--- src/rtl/codeword_framer.sv ---
// codeword_framer: cuts a raw word stream into BLOCK_LEN-word codewords, padding short blocks.
// Ports:
//    clock, reset          - rising-edge clock, synchronous active-low reset
//    data_in_*             - raw word stream (data/valid/ready/tlast), slave side
//    data_out_*            - framed stream to the decoder (data/valid/ready/tlast), master side
//    blocks_padded         - saturating count of blocks that needed padding
module codeword_framer #(
   parameter int          BLOCK_LEN = 6,
   parameter logic [31:0] PAD_WORD  = 32'h0000_0000,
   parameter int          TIMEOUT   = 64
) (
   input  logic        clock,
   input  logic        reset,
   input  logic [31:0] data_in_data,
   input  logic        data_in_valid,
   output logic        data_in_ready,
   input  logic        data_in_tlast,
   output logic [31:0] data_out_data,
   output logic        data_out_valid,
   input  logic        data_out_ready,
   output logic        data_out_tlast,
   output logic [15:0] blocks_padded
);
   localparam int WW = $clog2(BLOCK_LEN);
   localparam logic [WW-1:0] LAST = WW'(BLOCK_LEN - 1);
   localparam logic [15:0] IDLE_MAX = 16'(TIMEOUT - 1);
   typedef enum logic {FILL, PAD} state_t;
   state_t state, state_nx;
   logic [WW-1:0] wcnt, wcnt_nx;
   logic [15:0] idle, idle_nx;
   logic can_load, accept, last, load, pad_inc;
   always_comb begin
      can_load = !data_out_valid || data_out_ready;
      // reset gates ready so nothing is handshaken while the block is held in reset
      data_in_ready = reset && (state == FILL) && can_load;
      accept = data_in_valid && data_in_ready;
      last = wcnt == LAST;
      load = accept || ((state == PAD) && can_load);
      wcnt_nx = load ? (last ? '0 : wcnt + 1'b1) : wcnt;
      state_nx = state;
      idle_nx = idle;
      pad_inc = 1'b0;
      if (state == FILL) begin
         if (accept) begin
            idle_nx = '0;
            if (data_in_tlast && !last) begin
               state_nx = PAD;
               pad_inc = 1'b1;
            end
         end else if (wcnt != '0) begin
            // keeps counting under output backpressure; PAD waits for the stage to free
            if (idle == IDLE_MAX) begin
               state_nx = PAD;
               pad_inc = 1'b1;
               idle_nx = '0;
            end else begin
               idle_nx = idle + 16'd1;
            end
         end
      end else if (can_load && last) begin
         state_nx = FILL;
         idle_nx = '0;
      end
   end
   always_ff @(posedge clock) begin
      if (!reset) begin
         state <= FILL;
         wcnt <= '0;
         idle <= '0;
         data_out_valid <= 1'b0;
         data_out_tlast <= 1'b0;
         data_out_data <= '0;
         blocks_padded <= '0;
      end else begin
         state <= state_nx;
         wcnt <= wcnt_nx;
         idle <= idle_nx;
         if (load) begin
            data_out_valid <= 1'b1;
            data_out_data <= accept ? data_in_data : PAD_WORD;
            data_out_tlast <= last;
         end else if (data_out_ready) begin
            data_out_valid <= 1'b0;
         end
         if (pad_inc && blocks_padded != 16'hFFFF) blocks_padded <= blocks_padded + 16'd1;
      end
   end
endmodule
--- config.mk ---
export PLATFORM = sky130hd
export DESIGN_NAME = codeword_framer
export DESIGN_NICKNAME = d
export VERILOG_FILES = /design/src/rtl/codeword_framer.sv
export SDC_FILE = /design/constraint.sdc
export NUM_CORES = 1
export LEC_CHECK = 0
export CAP_MARGIN = 15
export CORE_AREA = 3 3 112 114
export CTS_BUF_LIST = sky130_fd_sc_hd__clkbuf_4
export DETAILED_ROUTE_END_ITERATION = 12
export DIE_AREA = 0 0 115 117
export GPL_TIMING_DRIVEN = 1
export PLACE_DENSITY_LB_ADDON = 0.08
export REMOVE_ABC_BUFFERS = 1
export SYNTH_ARGS = -nofsm -noshare
export SYNTH_HDL_FRONTEND = slang
export SYNTH_SLANG_ARGS = --single-unit
--- constraint.sdc ---
create_clock -name clock -period 2.5 [get_ports clock]
set_input_delay 0.5 -clock clock [delete_from_list [all_inputs] [get_ports clock]]
set_output_delay 0.5 -clock clock [all_outputs]
set_load 0.01 [all_outputs]
# Word level (Yosys, flattened, before mapping)
# Cells that the tools add are included.
[classes] add_sub_neg=3 n_eq_ne=4 mux=16 bitwise_logic=1 reduce_logical=15
[ops] operator="16-bit 2-to-1 mux" count=5
[ops] operator="16-bit by 1-bit adder with 16-bit output (second input constant)" count=2
[ops] operator="32-bit 2-to-1 mux" count=1
[ops] operator="16-bit by 6-bit == test with 1-bit output (second input constant)" count=1
[ops] operator="16-bit != test (second input constant)" count=1
[ops] operator="1-bit 2-to-1 mux" count=9
[ops] operator="1-bit logical AND" count=7
[ops] operator="3-bit nonzero test" count=2
[ops] operator="3-bit by 1-bit adder with 3-bit output (second input constant)" count=1
[ops] operator="3-bit == test (second input constant)" count=1
[ops] operator="3-bit 2-to-1 mux" count=1
[ops] operator="1-bit logical NOT" count=2
[ops] operator="1-bit logical OR" count=2
[ops] operator="2-bit by 1-bit != test with 1-bit output (second input constant)" count=1
[ops] operator="2-bit AND reduction" count=1
[ops] operator="2-bit nonzero test" count=1
[ops] operator="1-bit NOT" count=1
[totals] register_bits=70 input_bits=37 out_inout_bits=51 elab_cells=46

# Depth between registers and ports, before layout
# Gate-level depths: netlist (run 1).
[depth] ltp_word=7 depth_mapped=9 depth_no_buf=7

# Worst setup path before layout (run 1)
# Ideal clock, no wire load.
[synth_path] path_type="register to register" start="register blocks_padded[0]" end="register blocks_padded[0]" setup_ns=0.128 t_arrival_ns=1.987 required_ns=2.372 path_slack_ns=0.386 path_stages_with_launch=10 path_buffers=2 period_less_slack_ns=2.114 cell_sequence="dfxtp_1 -> ha_1 -> inv_1 -> or2_2 -> or3_1 -> o21ai_2 -> buf_6 -> buf_2 -> xor2_1 -> nor2_1"
[synth_between] elab_chain_len=2 elab_cells_between_ends=3 classes_between="add/sub: 1; eq/ne: 1; reduce/logical: 1"
[synth_lines] item="start, declared" line="22" source="output logic [15:0] blocks_padded"
[synth_lines] item="start signal, assigned" line="85" source="if (pad_inc && blocks_padded != 16'hFFFF) blocks_padded <= blocks_padded + 16'd1;"
[synth_lines] item="branches (longest 2 deep; another with 16-bit by 1-bit adder with 16-bit output)"
# Several ways; the timed one is not identified.
# A chain may end at the register's enable or synchronous reset.

# Worst setup path after layout (run 1)
[layout_path] start="input port reset" end="output port data_in_ready"
[layout_between] elab_chain_len=2
[layout_lines] item="start, declared" line="13" source="input logic reset,"
[layout_lines] item="1-bit logical AND (2 in series)" line="35" source="data_in_ready = reset && (state == FILL) && can_load;"
[layout_lines] item="end, declared" line="16" source="output logic data_in_ready,"
# Every way passes these cells.

==> impl_metrics.csv, run 1 <==
group,metric,value,unit
logic_synthesis,synth.area.mux_share,0.01033,
sta,relSlewSlack,0.6202,
critical_path,crit_required,2.00,ns
logic_synthesis,ys_seq_area_frac,0.4819,
power_and_ir_drop,irDropWorstVdd,0.2440,mV
global_routing,antenna_found_initial,0,
clock_tree,clock_path_buffers,2,
sta,drv_slew,0,
global_routing,grt_pass1_vias,2684,
logic_synthesis,synth_xor_area_frac,0.06024,
placed_design,gp_congestion,0.7494,
route,first_pass_iters,4,
critical_path,max_stage_delay,0.56,ns
critical_path,slowest_stage,"clkdlybuf4s50_1",
sta,setup-tns-final,0,ns
logic_synthesis,synth_fa_ha_area_frac,0.008606,
clock_tree,clk_pin_slew,0.11,ns
clock_tree,h-tree-depth,3,
route,via_count,2701,
critical_path,critPathBufInv,4,
placed_design,hpwl,5.563,mm
logic_synthesis,yosys-top-cells-count,"70 x dfxtp_1, 61 x nor2_1, 32 x a22oi_1",
power_and_ir_drop,p_int,1638,µW
floorplanning,initial_core_util,0.2525,
logic_synthesis,netlist_area,2908,µm²
floorplanning,row_count,39,
logic_synthesis,synth_edf_count,0,
sta,fmaxAchievable,428.7,MHz
critical_path,crit_path_max_fanout,2,
cells_and_area,drive_above_1_share,0.1264,
outcome,status,"finished clean",
cells_and_area,nNetsFinal,478,
route,routedWlPerCell,13.85,µm
critical_path,reg2reg_slack,0.38,ns
power_and_ir_drop,power_density,528.1,nW/µm²
logic_synthesis,syn_inst,327,
cells_and_area,stdcell_count,586,
hold_path,hp-class,"flip-flop to flip-flop",
logic_synthesis,yosysTopAreaCell,"dfxtp_1",
route,viasPerCell,4.609,
logic_synthesis,yosysMostFrequentCell,"dfxtp_1",
power_and_ir_drop,cellLeakagePower,0.001477,µW
critical_path,crit_type,"input pin to output pin",
clock_tree,numCtsBuffers,9,
route,wl,8.116,mm
route,drt_iter0_markers,176,
logic_synthesis,synth_cell_types,40,
critical_path,crit_family,"buffers and inverters",
logic_synthesis,synth_compound_area_frac,0.1540,
logic_synthesis,yosys_warnings,0,
power_and_ir_drop,power.switching,610.7,µW
logic_synthesis,yosys.area_share.simple,0.2522,
power_and_ir_drop,share_comb_of_total_power,0.157,
logic_synthesis,synth_ff_type,"dfxtp_1",
critical_path,worst_setup_path_start_kind,"input pin",
clock_tree,cts_setup_buffers,0,
clock_tree,cts_tree,"built",
sta,hold_viol,0,
floorplanning,dieHeight,117,µm
sta,min_period_over_period,0.9330,
critical_path,path_cells,"clkdlybuf4s50_1 -> inv_4 -> buf_4 -> nor3_1 -> dlygate4sd2_1",
global_routing,grt_pass1_wl,13.04,mm
critical_path,endpoint_kind,"output pin",
floorplanning,die_area,13460,µm²
logic_synthesis,ys_ff_latch,70,
sta,setup_viol,0,
sta,skew,0.01393,ns
logic_synthesis,synthArstFlopShare,0,
power_and_ir_drop,sequentialPowerShare,0.521,
global_routing,overflow,0,
clock_tree,cts-root-buf,"clkbuf_4",
floorplanning,die_w,115,µm
cells_and_area,syn_to_final_growth,46.47,%
sta,rsz0062_at_grt,"false",
logic_synthesis,syn-mean-instance-area,8.892,µm²
power_and_ir_drop,switching_share,0.2715,
global_routing,grt_max_degree,51,
floorplanning,fp.coreArea,11520,µm²
placed_design,placed_cells,571,
critical_path,arrival,1.83,ns
route,final_antenna_net_count,0,
sta,tightest_slew,0.5697,ns
logic_synthesis,synth_area_leaders,"dfxtp_1 48%, a22oi_1 8.3%, nor2_1 7.9%",
sta,fin_crit,2.333,ns
logic_synthesis,synth_top_family_by_area,"simple AND/OR/NAND/NOR gates",
cells_and_area,diodes,0,
placed_design,portBuffers,87,
clock_tree,cts_num_sinks,70,
route,route.detailed.drc,0,
job,drv_cap,0,
logic_synthesis,synth_top_cell_area_share,0.4819,
global_routing,grt_util_all_layers,0.1212,
clock_tree,clk_latency,0.42,ns
power_and_ir_drop,clockPowerShare,0.322,
floorplanning,io_pins,88,
==> path summary, 6_finish.rpt <==
path | from | endpoint | depth (start not counted)
hold / removal | blocks_padded[15]$_SDFFE_PN0P_ | blocks_padded[15]$_SDFFE_PN0P_ | 2
hold reg to reg | blocks_padded[15]$_SDFFE_PN0P_ | blocks_padded[15]$_SDFFE_PN0P_ | 2
setup / recovery | reset | data_in_ready | 5
setup reg to reg | data_out_valid$_SDFFE_PN0P_ | blocks_padded[3]$_SDFFE_PN0P_ | 7
==> area by class of cell <==
cell class | count | area [µm²]
Tap cell | 143 | 178.9
Sequential cell | 70 | 1401
Multi-Input combinational cell | 237 | 1415
Clock inverter | 6 | 63.81
Clock buffer | 9 | 67.56
Inverter | 2 | 10.01
Fill cell | 1188 | 7257
Timing Repair Buffer | 119 | 1122
==> power by group through the flow <==
stage	clock network (µW)	registers (µW)	logic, µW
after floorplan	0	1210	121
after CTS	772	1170	359
final	724	1170	353
after global placement	0	1200	360
after global routing	804	1180	386
after detailed placement	0	1200	359
==> registers in the layout, summed over array words and instances, names as in the netlist <==
register and cells:
state 1, idle 16, data_out_data 32, blocks_padded 16, data_out_tlast 1, wcnt 3
data_out_valid 1
==> logic make-up (layout without fill, tap and decap cells) <==
group / after synthesis / after routing
xor+xnor: 20 / 20
flops: 70 / 70
mux: 3 / 3
buf+inv: 20 / 136
compound gates: 66 / 66
simple gates: 146 / 146
fa+ha+maj: 2 / 2
==> worst reg2reg max path: stages (launching register included) <==
cell and delay (ns):
dfxtp_1 0.38, nor2b_1 0.31, nor4b_4 0.09, nor4_2 0.34, o21ai_2 0.23, buf_4 0.21, or3_1 0.34, a21oi_1 0.14
==> layout by cell type, fill, tap and decap left out, types with 2 or more instances in the layout <==
cell,n
a21oi_1,13
a22oi_1,32
and3_1,3
and4_1,2
buf_4,31
clkbuf_4,9
clkdlybuf4s50_1,86
clkinv_2,2
clkinvlp_4,2
dfxtp_1,70
ha_1,2
mux2i_1,3
nand2_1,23
nand2b_1,3
nand3_1,12
nand4_1,7
nor2_1,61
nor2b_1,2
nor3_1,7
nor4_1,7
nor4_2,3
o211ai_1,3
o21ai_0,7
o21ai_2,2
o31a_1,2
o31ai_1,5
or3_1,7
or4_1,3
xnor2_1,11
xor2_1,9
==> routing by layer <==
layer	track usage	up-vias	wire length (µm)
met5	0	-	0
li1	-	1395	-
met4	0.02347	0	66
met1	0.1557	1223	3800
met2	0.1802	77	3439
met3	0.06735	6	809
==> what timing repair did <==
item,CTS,global route
resized for setup,1,0
hold endpoints to repair,0,0
hold buffers,0,0
setup endpoints to repair,1,0
==> per-stage QoR <==
step           hold slack [ns]  total power (µW)  utilization  setup WS (ns)  instance area, µm²
2_1_floorplan           0.4651              1335            -        -0.5531                2823
3_3_place_gp            0.4695              1557       0.3585        -0.1713                4129
3_5_place_dp            0.4778              1555       0.3585        -0.2176                4129
4_1_cts                 0.5105              2304       0.3698         0.1487                4259
5_1_grt                 0.5367              2367       0.3698         0.1141                4259
6_report                0.4996              2249       0.3698         0.1674                4259
Power figures use the tool's default switching activity.
==> inputs of run 2 (changes only) <==
==> constraint.sdc (replaced) <==
create_clock -name clock -period 2.5 [get_ports clock]
set_input_delay 0.75 -clock clock [delete_from_list [all_inputs] [get_ports clock]]
set_output_delay 0.75 -clock clock [all_outputs]
set_load 0.01 [all_outputs]
==> run 2 against run 1 <==
Via count up 1.4%; clock skew up 0.0061 ns; non-clock buffer count down 7; core utilization about the same; total power up 4.6%; first-iteration DRC count down 11%; clock power up 16%; routed wire length down 1.7%; largest cell class unchanged.
==> impl_metrics.csv, run 2 (synthesized netlist as in run 1, its figures left out) <==
group,metric,value,unit
route,final_antenna_net_count,0,
cells_and_area,final_cell_mix,"85 x clkdlybuf4s50_1, 70 x dfxtp_1, 61 x nor2_1",
route,viasPerCell,4.721,
sta,skew,0.01999,ns
floorplanning,io_pins,88,
sta,drv_slew,0,
sta,hold_viol,0,
floorplanning,initial_core_util,0.2525,
critical_path,crit_path_max_fanout,18,
sta,min_period_over_period,0.9557,
clock_tree,clock_path_buffers,2,
sta,tightest_slew,0.6248,ns
global_routing,met1_usage,0.1431,
global_routing,grt_max_degree,39,
placed_design,portBuffers,87,
route,via_count,2738,
cells_and_area,fin_area,4257,µm²
hold_path,hp-class,"flip-flop to flip-flop",
cells_and_area,syn_to_final_growth,46.39,%
clock_tree,numCtsBuffers,9,
cells_and_area,nNetsFinal,471,
cells_and_area,diodes,0,
route,wl,7.981,mm
floorplanning,row_count,39,
clock_tree,cts_hold_buf,0,
global_routing,globalRouteMet3Util,0.07558,
route,route.detailed.drc,0,
cells_and_area,final_util,0.3696,
job,drv_cap,0,
floorplanning,fp.coreArea,11520,µm²
floorplanning,die_area,13460,µm²
sta,setup_viol,0,
critical_path,arrival,2.75,ns
global_routing,grt_pass1_wl,13.08,mm
sta,whs,0.4940,ns
power_and_ir_drop,power_density,552.8,nW/µm²
critical_path,crit_type,"input pin to flip-flop",
critical_path,worst_setup_path_start_kind,"input pin",
global_routing,grt_pass1_vias,2751,
sta,relSlewSlack,0.5834,
power_and_ir_drop,switching_share,0.2570,
clock_tree,cts-root-buf,"clkbuf_4",
route,first_pass_iters,4,
cells_and_area,largest_register,"data_out_data",
power_and_ir_drop,share_comb_of_total_power,0.144,
global_routing,grt-busiest-layer,"met2",
global_routing,met2_usage,0.1871,
clock_tree,clk_latency,0.42,ns
placed_design,dpl-instance-area,4089,µm²
placed_design,gp_congestion,0.7394,
cells_and_area,nFillCells,1172,
power_and_ir_drop,clockPowerShare,0.356,
clock_tree,cts_num_sinks,70,
clock_tree,clk_pin_slew,0.12,ns
global_routing,antenna_found_initial,0,
critical_path,endpoint_kind,"flip-flop",
cells_and_area,drive_above_1_share,0.1190,
power_and_ir_drop,cellLeakagePower,0.001471,µW
floorplanning,dieHeight,117,µm
route,drt_iter0_markers,157,
hold_path,whs_path_depth,2,
global_routing,grt_util_all_layers,0.1209,
placed_design,hpwl,5.611,mm
power_and_ir_drop,irDropWorstVdd,0.2737,mV
power_and_ir_drop,power.switching,604.8,µW
cells_and_area,largestRegisters,"data_out_data (32), blocks_padded (16), idle (16)",
cells_and_area,final_common_cell,"clkdlybuf4s50_1",
power_and_ir_drop,sequentialPowerShare,0.499,
critical_path,r2r_cells,7,
sta,setup_slack,0.1108,ns
power_and_ir_drop,p_int,1748,µW
outcome,status,"finished clean",
route,routedWlPerCell,13.76,µm
sta,fin_crit,2.389,ns
sta,rsz0062_at_grt,"true",
sta,fmaxAchievable,418.6,MHz
critical_path,crit_required,2.86,ns
floorplanning,die_w,115,µm
placed_design,post-place-ws,-0.4411,ns
clock_tree,cts_tree,"built",
clock_tree,h-tree-depth,3,
global_routing,overflow,0,
cells_and_area,largest_reg_flops,32,
## run 2: metrics by stage
step                      TNS [ns]  power [µW]  std cells
after floorplan             -44.66        1335        309
after global placement      -12.33        1546        564
after detailed placement    -13.57        1543        564
after CTS                        0        2404        580
after global routing      -0.05501        2467        580
final                            0        2353        580
## run 2: worst paths after layout
| kind | start | end | slack (ns) |
|---|---|---|---|
| worst max-delay path | data_out_ready | blocks_padded[8]$_SDFFE_PN0P_ | 0.11 |
| worst max register to register | blocks_padded[12]$_SDFFE_PN0P_ | blocks_padded[11]$_SDFFE_PN0P_ | 0.42 |
| worst min-delay path | blocks_padded[15]$_SDFFE_PN0P_ | blocks_padded[15]$_SDFFE_PN0P_ | 0.49 |
| worst min register to register | blocks_padded[15]$_SDFFE_PN0P_ | blocks_padded[15]$_SDFFE_PN0P_ | 0.49 |
## run 2: layer usage
metal	part of all wire	vias to the layer above	routed length, µm
met1	0.44	1280	3523
met3	0.11	7	867
met4	0.0086	0	69
li1	-	1380	-
met2	0.44	71	3521
met5	0	-	0
## run 2: repair_timing
item	4_1_cts	5_1_grt
endpoints found under the hold margin	0	0
resized for setup	6	3
buffers inserted	0	0
endpoints found under the setup margin	1	6
## run 2: layout make-up
cell class,count,area [µm²],share of cell area
Multi-Input combinational cell,237,1424,0.3345
Sequential cell,70,1401,0.3292
Timing Repair Buffer,112,1081,0.2540
Tap cell,143,178.9,0.04203
Clock inverter,6,86.33,0.02028
Clock buffer,10,75.07,0.01764
Inverter,2,10.01,0.002352
## run 2: power by group through the flow
| stage | clock network [µW] | logic [µW] | registers, µW |
|---|---|---|---|
| final | 839 | 340 | 1170 |
| after global routing | 914 | 372 | 1180 |
| after CTS | 883 | 346 | 1180 |
| after detailed placement | 0 | 344 | 1200 |
| after global placement | 0 | 346 | 1200 |
| after floorplan | 0 | 121 | 1210 |
## run 2: worst max-delay path, stage by stage
cell and delay [ns]:
clkdlybuf4s50_1 0.49, nor2b_2 0.07, nor4b_4 0.29, and4b_1 0.28
o21ai_2 0.20, or4_1 0.52, a21oi_1 0.14
